**src/rtl/lc3_mem_ctrl.sv**
```systemverilog
// lc3_mem_ctrl: LC-3 memory-access stage. Holds MAR/MDR and a word-addressed
// memory with a fixed access latency, and signals completion to control via R.
module lc3_mem_ctrl #(
    parameter int DATA_W      = 16,
    parameter int DEPTH       = 256,
    parameter int MEM_LATENCY = 4
) (
    input  logic              clk,
    input  logic              rst_n,
    input  logic [DATA_W-1:0] bus_in,
    input  logic              ld_mar,
    input  logic              ld_mdr,
    input  logic              mio_en,
    input  logic              r_w,
    output logic [DATA_W-1:0] mar_out,
    output logic [DATA_W-1:0] mdr_out,
    output logic              r,
    output logic              busy
);

    localparam int AW = $clog2(DEPTH);
    localparam logic [3:0] CNT_INIT = 4'(MEM_LATENCY - 1);

    typedef enum logic [1:0] {IDLE, BUSY, DONE} state_t;

    state_t            state, state_nx;
    logic [3:0]        cnt, cnt_nx;
    logic              start, finish;
    logic [AW-1:0]     addr_q;
    logic              op_q;
    logic [DATA_W-1:0] wdata_q;
    logic [DATA_W-1:0] rd_q;
    logic [DATA_W-1:0] mar, mdr;
    logic [DATA_W-1:0] mem [DEPTH];

    assign mar_out = mar;
    assign mdr_out = mdr;

    // Next-state and latency countdown; start/finish mark the access edges.
    always_comb begin
        state_nx = state;
        cnt_nx   = cnt;
        start    = 1'b0;
        finish   = 1'b0;
        case (state)
            IDLE: begin
                if (mio_en) begin
                    state_nx = BUSY;
                    cnt_nx   = CNT_INIT;
                    start    = 1'b1;
                end
            end
            BUSY: begin
                if (cnt == 4'd0) begin
                    state_nx = DONE;
                    finish   = 1'b1;
                end else begin
                    cnt_nx = cnt - 4'd1;
                end
            end
            DONE:    state_nx = IDLE;
            default: state_nx = IDLE;
        endcase
    end

    // State, counter and registered R/busy decoded from the next state.
    always_ff @(posedge clk or negedge rst_n) begin
        if (!rst_n) begin
            state <= IDLE;
            cnt   <= '0;
            r     <= 1'b0;
            busy  <= 1'b0;
        end else begin
            state <= state_nx;
            cnt   <= cnt_nx;
            r     <= (state_nx == DONE);
            busy  <= (state_nx != IDLE);
        end
    end

    // Snapshot address/op/write data at access start; capture read data at completion.
    always_ff @(posedge clk or negedge rst_n) begin
        if (!rst_n) begin
            addr_q  <= '0;
            op_q    <= 1'b0;
            wdata_q <= '0;
            rd_q    <= '0;
        end else begin
            if (start) begin
                addr_q  <= mar[AW-1:0];
                op_q    <= r_w;
                wdata_q <= mdr;
            end
            if (finish && !op_q) begin
                rd_q <= mem[addr_q];
            end
        end
    end

    // Memory array is not reset; a write commits only on the BUSY->DONE edge.
    always_ff @(posedge clk) begin
        if (finish && op_q) begin
            mem[addr_q] <= wdata_q;
        end
    end

    // MAR loads from the bus in any state.
    always_ff @(posedge clk or negedge rst_n) begin
        if (!rst_n) begin
            mar <= '0;
        end else if (ld_mar) begin
            mar <= bus_in;
        end
    end

    // MDR loads from the bus when memory is idle, or from read data on R.
    always_ff @(posedge clk or negedge rst_n) begin
        if (!rst_n) begin
            mdr <= '0;
        end else if (ld_mdr) begin
            if (!mio_en) begin
                mdr <= bus_in;
            end else if (r) begin
                mdr <= rd_q;
            end
        end
    end

endmodule

```
**config.mk**
```make
export PLATFORM = sky130hd
export DESIGN_NAME = lc3_mem_ctrl
export DESIGN_NICKNAME = d
export VERILOG_FILES = /design/src/rtl/lc3_mem_ctrl.sv
export SDC_FILE = /design/constraint.sdc
export NUM_CORES = 2
export LEC_CHECK = 0
export BUFFER_PORTS_ARGS = -buffer_cell sky130_fd_sc_hd__buf_2
export CORE_UTILIZATION = 25
export DETAILED_ROUTE_END_ITERATION = 8
export SKIP_CTS_REPAIR_TIMING = 1
export SLEW_MARGIN = 20
export SYNTH_ARGS = -nofsm -noshare
export SYNTH_HDL_FRONTEND = slang
export SYNTH_SLANG_ARGS = --single-unit
```
**constraint.sdc**
```tcl
create_clock -name clk -period 7.53 [get_ports clk]
set_clock_uncertainty 0.1 [all_clocks]
set_input_delay 1.1295 -clock clk [delete_from_list [all_inputs] [get_ports clk]]
set_output_delay 1.1295 -clock clk [all_outputs]
set_load 0.005 [all_outputs]
```
* After elaboration in Yosys (flattened, before gate mapping) *
Memory sizes are Yosys's and may differ from the RTL's. A register that Yosys moved wholly into a read port is not among the register bits.
Index checks and enable logic that the tools add are counted.

cells by class
  add/sub/neg operators = 1
  $mul = 0
  div/mod/pow operators = 0
  magnitude comparators = 0
  eq/ne operators = 5
  shift-type cells = 0
  multiplexer cells = 14
  bitwise operators = 0
  reductions and logical operators = 10

operators with widths
  kind                   count
  $mux W16               2
  $mux W4                2
  $pmux W4 S2            1
  $mux W1                6
  $logic_not A4 Y1       1
  $mux W2                2
  $ne A2 B2 Y1 const B   2
  $pmux W2 S2            1
  $reduce_bool A2 Y1     2
  $sub A4 B1 Y4 const B  1
  $reduce_and A3 Y1      1
  $eq A2 B1 Y1 const B   1
  $eq A2 B2 Y1 const B   1
  $logic_and A1 B1 Y1    2
  $logic_not A1 Y1       2
  $logic_not A2 Y1       1
  $ne A2 B1 Y1 const B   1
  $reduce_and A2 Y1      1

word-level totals
  flip-flop bits (word level) = 65
  bits in latches = 0
  memory bits (writable) = 4096
  bits in read-only memories = 0
  output and inout port bits = 34
  memories = 1

memory list
  name  depth  bits a word  read ports  clocked after memory_dff  write ports  RTL line  RTL
  mem   256    16           1           1                         1            34        logic [DATA_W-1:0] mem [DEPTH];

* Depth between registers and ports, before layout *
  word-level depth = 6
  depth in mapped cells = 13

* Least setup slack after synthesis *
No wires, ideal clock.

  path kind = register to register
  from = register wdata_q[0]
  to = memory mem[0][0], data pin
  setup time = 803 ps
  arrival time = 3181 ps
  path slack = 3446 ps
  cell stages (with the launch flop) = 1
  clock period less this slack = 4084 ps
  cell sequence = dfrtp_1

RTL lines
  item                    RTL line  RTL
  start, declared         31        logic [DATA_W-1:0] wdata_q;
  start signal, assigned  92        wdata_q <= mdr;
  end, declared           34

No word-level cell before the write port.

==> metrics.md <==
| Metric | Value |
|---|---|
| Status | finished clean |
| Synth warn | 0 |
| Highest-count cells in the layout ignoring fill and taps | edfxtp_1, mux4_2, clkbuf_16 |
| Worst rel slew slack | 0.163 |
| GPL Wtd Cong | roughly 0.81 |
| Vias after detailed routing | around 80,000 |
| Layout area overhead | 16.4% |
| Register area share after synthesis | 0.779 |
| Cell Area, Synth | ~160,000 µm² |
| Buffers on Ports | 55 |
| Die Width | 803 µm |
| Highest routed layer | met5 |
| Routed wire length | 447 mm |
| Detailed Place HPWL | ~260 mm |
| Worst min-delay path category | in -> async |
| Crit path max fanout | 76 |
| Initial Utilization | 0.251 |
| Peak VDD IR | 343 µV |
| Drt first pass iters | 6 |
| Worst-Margin Slew | 1.25 ns |
| Worst Setup End Kind | flip-flop |
| DRT met1 WL | about 180 mm |
| Clock Sinks | 4,177 |
| Cell Rows | 293 |
| Die ar. | between 600,000 and 700,000 µm² |
| Worst EP arrival | roughly 6.7 ns |
| Clock latency on the worst-skew pair | between 1 and 1.5 ns |
| Vias in the first global route | 79,000 |
| Layout cell share with drive strength beyond 1 | 0.275 |
| Critical Path Start | addr_q[2] |
| Met2 wire length | about 210 mm |
| RSZ-0062 raised after global routing | false |
| WS Path Type | reg -> reg |
| Gate Count Post-Synth | 7,404 |
| Final hold viol count | 0 |
| Number of top-level pins | between 50 and 60 |
| Min Tclk post-route | a little under 6 ns |
| Worst reg2reg startpoint | addr_q[2] |
| Fillers | approximately 62,000 |
| Post-Layout Cell Count | 16,800 |
| Die height | 803 µm |
| Max Slew Vio Count | 0 |
| Synth unique cells | between 60 and 70 |
| Post-layout nets | approximately 8,000 |
| Pin count of the biggest net entering global routing | ~190 |
| Worst setup SP type | flip-flop |
| Final Cycle Share | 0.786 |
| TNS Setup | 0 ns |
| Highest clock rate | 169 MHz |
| Initial DRC Count | 10,800 |
| CTS tree | built |
| Mean Syn Cell Area | around 22 µm² |
| Initial antenna violation count | 22 |
| WL/cell | around 27 µm |
| Via density | approximately 4.8 |
| CTS clk-pin slew, worst paths | 0.06 ns |
| ANT nets after route | 0 |
| Max-Cap Viols | 0 |
| CTS Buffer Depth | 4 |
| PD cells | 377 nW/µm² |
| FF+latch count, synth | between 4,000 and 5,000 |
| Final setup fails | 0 |
| Required @ worst endpoint | 8.32 ns |
| Setup WS post-layout | between 1.5 and 2 ns |
| Leakage | ~57 nW |
| Residual DRC | 0 |
| Layout Utilization | 0.293 |
| Synth Net Count | roughly 7,400 |
| First-pass GRT wire length | ~630 mm |
| CTS Buf Count | 423 |
| H-tree depth | 5 |
| Most common cell after layout, fill and taps aside | edfxtp_1 |
| Core area | 638,000 µm² |
| Main synth FF type | edfxtp_1 |
| Post-synthesis async set-or-reset flop share | 0.0194 |
| Routed length on met3 | about 39 mm |
| Total GRT Usage | 0.133 |
| Placed Cells | 16,000 |
| Setup WS pre-CTS | roughly 1.8 ns |
| Hold_ws | between 0.04 and 0.05 ns |
| Root Buffer | clkbuf_16 |
| Grt total ovfl | 0 |
| Post-synth EDFFs | a little over 4,000 |
## final timing paths
kind	end	slack (ns)	cells after the start
min	mar_out[3]	0.04	1
max reg2reg	rd_q[13]	1.61	9
min in group clk	mar_out[3]	0.29	2
min reg2reg	busy	0.37	1
max in group asynchronous	addr_q[3]	6.01	2
max	rd_q[13]	1.61	9
## cell type report
cell class / instances / area, µm² / share of cell area
flip-flops and latches: 4177 / 125000 / 0.669
multi-input cells: 2792 / 33900 / 0.181
clock buffers: 516 / 11100 / 0.0595
well taps: 8555 / 10700 / 0.0573
repair buffers: 448 / 3650 / 0.0195
clock inverters: 245 / 2400 / 0.0128
inverters: 11 / 57.6 / 0.000308
diodes: 9 / 22.5 / 0.000121
## metrics by stage
step           total power [mW]  instance area [µm²]
6_report                   70.4               187000
5_1_grt                    72.3               187000
4_1_cts                    70.7               187000
3_5_place_dp               50.1               173000
3_3_place_gp               49.9               173000
2_1_floorplan              42.2               161000
## where the power goes
group / switching (mW) / leakage, nW / internal [mW]
registers: 1.33 / 38.1 / 28.9
clock network: 8.92 / 6.63 / 11.8
logic: 12.8 / 12.6 / 6.62
## critical path, stage by stage (launching register included)
cell     delay, ns
dfrtp_4       0.85
buf_4         0.67
nor2b_4       0.10
buf_12        0.23
nand2_1       1.01
o22ai_1       0.40
nor4_1        0.93
o22ai_1       0.48
or3_1         0.57
a41oi_1       0.26
## layer usage
layer | vias up | global-route usage
li1 | 32000 | -
met1 | 43200 | 0.183
met2 | 3920 | 0.212
met3 | 761 | 0.0254
met4 | 2 | 0.0473
met5 | - | 0
## registers in the layout, summed over array words and instances, names as in the netlist
name and cells:
mem 4096, mar_out 16, mdr_out 16, rd_q 16
wdata_q 16, addr_q 8, cnt 4, state 2
busy 1, op_q 1, r 1
## Yosys cell counts (77+ instances only)
cell type     n  area share
a21oi_1     137      0.0043
a32oi_1      77      0.0042
buf_2       145      0.0045
clkbuf_1    179      0.0042
dfrtp_1      81       0.013
edfxtp_1   4096        0.77
mux2_2      123      0.0086
mux2i_1     333       0.021
mux4_2      949        0.13
nand2_1     266      0.0062
nor2_1      329      0.0077
o21ai_0     146      0.0046
## cells by family after synthesis
logic type | synth area share
flops | 0.779
compound gates | 0.0257
fa+ha+maj | 0.000156
xor+xnor | 0.000109
buf+inv | 0.0128
simple gates | 0.0198
mux | 0.163
No activity file was read; power rests on OpenSTA's default activity.
